**src/rtl/spi_slave.sv**
```systemverilog
// SPI mode-0 slave running on the system clock, with synchronised pins and a one-entry TX buffer.
// Optional `SPI_SLAVE_ECHO_EN: on underrun, echo the last received word instead of DEFAULT_RESP.
module spi_slave #(
  parameter int                    DATA_WIDTH   = 8,
  parameter int                    SYNC_STAGES  = 2,
  parameter logic [DATA_WIDTH-1:0] DEFAULT_RESP = 8'hFF
) (
  input  logic                  clk,
  input  logic                  rst,
  input  logic                  spi_clk,
  input  logic                  spi_cs_n,
  input  logic                  spi_mosi,
  output logic                  spi_miso,
  input  logic [DATA_WIDTH-1:0] tx_data,
  input  logic                  tx_load,
  output logic                  tx_ready,
  output logic [DATA_WIDTH-1:0] rx_data,
  output logic                  rx_valid,
  output logic                  tx_underrun,
  output logic                  busy
);

  localparam int CW = $clog2(DATA_WIDTH + 1);

  typedef enum logic {
    IDLE,
    ACTIVE
  } state_e;

  state_e                  state_q;
  logic [SYNC_STAGES-1:0]  sclk_sync_q;
  logic [SYNC_STAGES-1:0]  cs_sync_q;
  logic [SYNC_STAGES-1:0]  mosi_sync_q;
  logic                    sclk_prev_q;
  logic                    cs_prev_q;
  logic [CW-1:0]           bit_cnt_q;
  logic [DATA_WIDTH-2:0]   rx_shift_q;
  logic [DATA_WIDTH-1:0]   tx_shift_q;
  logic [DATA_WIDTH-1:0]   buf_q;
  logic                    buf_full_q;
  logic                    miso_q;
  logic [DATA_WIDTH-1:0]   rx_data_q;
  logic                    rx_valid_q;
  logic                    underrun_q;
  logic                    busy_q;

  logic                    sclk_s;
  logic                    cs_s;
  logic                    mosi_s;
  logic                    sclk_rise;
  logic                    sclk_fall;
  logic                    cs_fall;
  logic                    cs_rise;
  logic                    active;
  logic                    word_done;
  logic                    word_start;
  logic [DATA_WIDTH-1:0]   rx_word;
  logic [DATA_WIDTH-1:0]   empty_word;
  logic [DATA_WIDTH-1:0]   start_word_d;

  always_ff @(posedge clk or posedge rst) begin
    if (rst) begin
      sclk_sync_q <= '0;
      cs_sync_q   <= '1;
      mosi_sync_q <= '0;
      sclk_prev_q <= 1'b0;
      cs_prev_q   <= 1'b1;
    end else begin
      sclk_sync_q <= {sclk_sync_q[SYNC_STAGES-2:0], spi_clk};
      cs_sync_q   <= {cs_sync_q[SYNC_STAGES-2:0], spi_cs_n};
      mosi_sync_q <= {mosi_sync_q[SYNC_STAGES-2:0], spi_mosi};
      sclk_prev_q <= sclk_sync_q[SYNC_STAGES-1];
      cs_prev_q   <= cs_sync_q[SYNC_STAGES-1];
    end
  end

  assign sclk_s    = sclk_sync_q[SYNC_STAGES-1];
  assign cs_s      = cs_sync_q[SYNC_STAGES-1];
  assign mosi_s    = mosi_sync_q[SYNC_STAGES-1];
  assign sclk_rise = sclk_s & ~sclk_prev_q;
  assign sclk_fall = ~sclk_s & sclk_prev_q;
  assign cs_fall   = ~cs_s & cs_prev_q;
  assign cs_rise   = cs_s & ~cs_prev_q;
  assign active    = (state_q == ACTIVE);

  assign rx_word   = {rx_shift_q, mosi_s};
  assign word_done = active & ~cs_rise & sclk_rise
                   & (bit_cnt_q == CW'(DATA_WIDTH - 1));
  // A completed word with cs still low immediately starts the next one
  assign word_start = (~active & cs_fall) | word_done;

`ifdef SPI_SLAVE_ECHO_EN
  assign empty_word = word_done ? rx_word : rx_data_q;
`else
  assign empty_word = DEFAULT_RESP;
`endif

  assign start_word_d = buf_full_q ? buf_q : empty_word;

  always_ff @(posedge clk or posedge rst) begin
    if (rst) begin
      state_q    <= IDLE;
      bit_cnt_q  <= '0;
      rx_shift_q <= '0;
      tx_shift_q <= '0;
      buf_q      <= '0;
      buf_full_q <= 1'b0;
      miso_q     <= 1'b0;
      rx_data_q  <= '0;
      rx_valid_q <= 1'b0;
      underrun_q <= 1'b0;
      busy_q     <= 1'b0;
    end else begin
      rx_valid_q <= 1'b0;
      underrun_q <= 1'b0;
      if (tx_load && !buf_full_q) begin
        buf_q      <= tx_data;
        buf_full_q <= 1'b1;
      end
      unique case (state_q)
        IDLE: begin
          if (cs_fall) begin
            state_q   <= ACTIVE;
            busy_q    <= 1'b1;
            bit_cnt_q <= '0;
          end
        end
        ACTIVE: begin
          if (cs_rise) begin
            state_q   <= IDLE;
            busy_q    <= 1'b0;
            miso_q    <= 1'b0;
            bit_cnt_q <= '0;
          end else if (sclk_rise) begin
            rx_shift_q <= rx_word[DATA_WIDTH-2:0];
            if (word_done) begin
              bit_cnt_q  <= '0;
              rx_data_q  <= rx_word;
              rx_valid_q <= 1'b1;
            end else begin
              bit_cnt_q <= bit_cnt_q + CW'(1);
            end
          end else if (sclk_fall && bit_cnt_q != '0) begin
            tx_shift_q <= {tx_shift_q[DATA_WIDTH-2:0], 1'b0};
            miso_q     <= tx_shift_q[DATA_WIDTH-2];
          end
        end
      endcase
      if (word_start) begin
        tx_shift_q <= start_word_d;
        miso_q     <= start_word_d[DATA_WIDTH-1];
        if (buf_full_q) begin
          buf_full_q <= 1'b0;
        end else begin
          underrun_q <= 1'b1;
        end
      end
    end
  end

  assign spi_miso    = miso_q;
  assign tx_ready    = ~buf_full_q;
  assign rx_data     = rx_data_q;
  assign rx_valid    = rx_valid_q;
  assign tx_underrun = underrun_q;
  assign busy        = busy_q;

endmodule
```
**config.mk**
```make
export PLATFORM = sky130hd
export DESIGN_NAME = spi_slave
export DESIGN_NICKNAME = d
export VERILOG_FILES = /design/src/rtl/spi_slave.sv
export SDC_FILE = /design/constraint.sdc
export NUM_CORES = 1
export LEC_CHECK = 0
export ABC_AREA = 1
export CAP_MARGIN = 40
export CORE_MARGIN = 2
export CORE_UTILIZATION = 50
export DETAILED_ROUTE_END_ITERATION = 10
export PLACE_DENSITY = 0.82
export SYNTH_ARGS = -nofsm -noshare
export SYNTH_HDL_FRONTEND = slang
export SYNTH_SLANG_ARGS = --single-unit
```
**constraint.sdc**
```tcl
create_clock -name clk -period 1.7 [get_ports clk]
set_input_delay 0.255 -clock clk [delete_from_list [all_inputs] [get_ports clk]]
set_output_delay 0.255 -clock clk [all_outputs]
set_load 0.05 [all_outputs]
```
==> results of run 1 <==
## placed cells by master (no fill, tap or decap), types with 7 or more instances in the layout
master / netlist / final
inv_1: 21 / 20
o21ai_0: 14 / 14
dfrtp_1: 45 / 45
nand3_1: 8 / 8
clkdlybuf4s50_1: 0 / 13
nand2_1: 63 / 63
nor2_1: 12 / 12
o21ai_1: 7 / 7
mux2_2: 8 / 8
buf_4: 0 / 16
## cell type report
| class | instances | area (µm²) | area share [%] |
|---|---|---|---|
| clock buffer | 6 | 82.6 | 3.45 |
| clock inverter | 2 | 10.0 | 0.418 |
| inverter | 24 | 90.1 | 3.76 |
| multi-input combinational | 128 | 658 | 27.5 |
| sequential | 48 | 1200 | 50.3 |
| tap | 48 | 60.1 | 2.51 |
| timing repair buffer | 31 | 290 | 12.1 |
## layer usage
metal	GRT usage, %	up-vias	wire length [µm]
met4	9.95	0	74
met1	26.0	658	1620
met2	27.5	27	1550
met3	5.57	6	125
li1	-	705	-
met5	0	-	0
## registers in the layout (all words and copies together), names as in the netlist
name / flops
bit_cnt_q: 4
cs_sync_q: 2
busy: 1
tx_shift_q: 7
active: 1
mosi_sync_q: 2
sclk_prev_q: 1
buf_full_q: 1
rx_data: 8
rx_valid: 1
tx_underrun: 1
cs_prev_q: 1
rx_shift_q: 7
buf_q: 8
sclk_sync_q: 2
spi_miso: 1
## metrics by stage
stage | total power [W] | worst slack [ns]
finish | 0.00309 | 0.177
CTS | 0.00312 | 0.147
detailed placement | 0.00242 | 0.166
global placement | 0.00240 | 0.218
floorplan | 0.00215 | 0.305
global route | 0.00333 | 0.00761
## kinds of logic (layout without fill, tap and decap cells)
group,after synthesis,count (layout),synth area share (%)
AND/OR/NAND/NOR,94,94,21.0
flip-flops,48,48,61.1
buffers and inverters,28,63,5.83
AO/OA/AOI/OAI,23,23,5.83
multiplexers,8,8,4.57
adder cells (fa/ha/maj),2,2,1.27
XOR/XNOR,1,1,0.444
## worst min path at each step
stage / endpoint / slack, ns
after global placement: sclk_sync_q[1]$_DFF_PP0_ / 0.34
after CTS: tx_shift_q[0]$_DFFE_PP0P_ / 0.24
after floorplan: cs_sync_q[0]$_DFF_PP1_ / 0.26
final: buf_q[6]$_DFFE_PP0P_ / 0.25
after global routing: buf_q[3]$_DFFE_PP0P_ / 0.27
after detailed placement: sclk_sync_q[1]$_DFF_PP0_ / 0.34
## power groups by stage
| stage | clock [W] | combinational [W] | sequential, W |
|---|---|---|---|
| after floorplan | 0 | 0.000510 | 0.00164 |
| after global placement | 0 | 0.000810 | 0.00159 |
| after detailed placement | 0 | 0.000823 | 0.00160 |
| after CTS | 0.000699 | 0.000837 | 0.00158 |
| after global routing | 0.000775 | 0.000936 | 0.00162 |
| final | 0.000682 | 0.000828 | 0.00158 |
==> impl_metrics.json, run 1 <==
{
  "status": "complete, no violations",
  "leakage_nw": 1.20,
  "ir_drop_mv": 0.789,
  "io_pins": 27,
  "start_util_pct": 53.1,
  "cts_tree": "done",
  "synth_nets": 220,
  "required_ns": 1.89,
  "fp.dieArea_um2": 4460,
  "grt_setup_unrepaired": "false",
  "synth_ff_type": "dfrtp_1",
  "fillers": 302,
  "reg2reg_to": "rx_data[2]$_DFFE_PP0P_",
  "max_cap_violations": 0,
  "yosysMostFrequentCell": "nand2_1",
  "hp-class": "input pin to asynchronous set/reset pin",
  "synth_edf_count": 0,
  "die_height_um": 66.8,
  "cp_top_family": "simple AND/OR/NAND/NOR gates",
  "worst_path_max_delay_cell": "dfstp_2",
  "criticalPathCategory": "flop to flop",
  "dp.cells": 279,
  "gr-total-overflow": 0,
  "synth_area_leader_cell": "dfrtp_1",
  "synth_area_leaders": "dfrtp_1 (57%), nand2_1 (12%), mux2_2 (4.6%), dfstp_2 (4.0%), inv_1 (4.0%)",
  "antenna_found_initial": 0,
  "cts_buffers": 5,
  "grt_max_degree": 24,
  "drtPass1Iterations": 4,
  "arrival_ns": 1.72,
  "power_density_nw_per_um2": 1290,
  "final-setup-viol-count": 0,
  "cts.htree.levels": 2,
  "maxSlewHeadroom_pct": 75.2,
  "drt_iter0_drc": 85,
  "drive_gt1_share_pct": 19.7,
  "cts_resized": 0,
  "worst_slew_pin_slew_ns": 0.371,
  "worst_hold_slack_ns": 0.247,
  "cp.buffers_inverters": 1,
  "max_freq_mhz": 656,
  "pwr-share-seq_pct": 51.2,
  "yosys_warnings": 0,
  "insertion_delay_ns": 0.30,
  "hold_viol": 0,
  "wl_per_cell_um": 11.8,
  "finalMaxSlewViolations": 0,
  "dp_hpwl_mm": 2.40,
  "vias_per_cell": 4.86,
  "critPathLaunchType": "flop",
  "fin_tns_setup_ns": 0,
  "switchingPower_w": 0.000974,
  "r2r_setup_slack_ns": 0.18,
  "port_buffers": 26,
  "grt_pass1_wl_mm": 6.07,
  "ys_top_cells_by_count": "nand2_1 (63), dfrtp_1 (45), inv_1 (21)",
  "path_common_cell": "nor2_4",
  "ys_seq_area_share_pct": 61.1,
  "finalWirelength_mm": 3.37,
  "fin_cells": 287,
  "fin_area_um2": 2400,
  "syn_area_um2": 1970,
  "diodes": 0,
  "utilization_pct": 64.5,
  "syn_avg_cell_area_um2": 9.67,
  "nets": 254,
  "placed_area_um2": 2300,
  "cp_max_fo": 17,
  "synth.top_cell.area_share_pct": 57.1,
  "ant_nets": 0,
  "crit_chain": "nor2_4 -> nor2_4 -> nand2_4 -> buf_4 -> nand2_1 -> o21ai_1",
  "end_kind": "flop",
  "post-route-min-period_ns": 1.52,
  "netlist_instances": 204,
  "crit_cells": 6,
  "clk_path_buf_depth": 2,
  "syn2layout_area_growth_pct": 21.4,
  "drc_errors": 0,
  "finalClockSkew_ns": 0.00794,
  "startpoint": "cs_prev_q$_DFF_PP1_",
  "pwr-share-clk_pct": 22.1,
  "p_int_w": 0.00212,
  "fin_crit_sh_pct": 89.6,
  "cts_root_buf": "clkbuf_8",
  "yosys_register_bits": 48,
  "routabilityCongestion": 0.829,
  "ctsHoldBuffers": 0,
  "clkTransAtPathRegs_ns": 0.08,
  "worstSetupEndpoint": "rx_data[2]$_DFFE_PP0P_",
  "cp_slowest_stage_delay_ns": 0.55,
  "post-cts-setup-buffer-count": 0,
  "synth_cell_type_count": 24,
  "vias": 1396,
  "synthArstFlopShare_pct": 100,
  "r2r_start": "cs_prev_q$_DFF_PP1_",
  "combPwrFrac_pct": 26.8,
  "grt_pass1_vias": 1364,
  "coreArea_um2": 3720,
  "r2r_cells": 6,
  "grt_usage_pct": 19.1,
  "die_w_um": 66.8,
  "switching_share_pct": 31.5,
  "fp-row-count": 22,
  "clkSinkCount": 48
}
Power figures use the tool's default switching activity.
==> inputs of run 2 (changes only) <==
--- a/config.mk
+++ b/config.mk
@@ -10,6 +10,7 @@
 export CORE_MARGIN = 2
 export CORE_UTILIZATION = 50
 export DETAILED_ROUTE_END_ITERATION = 10
+export HOLD_SLACK_MARGIN = 0.06
 export PLACE_DENSITY = 0.82
 export SYNTH_ARGS = -nofsm -noshare
 export SYNTH_HDL_FRONTEND = slang
==> results of run 2 <==
Same layout as run 1: the final DEF is identical, and so are final timing and power.
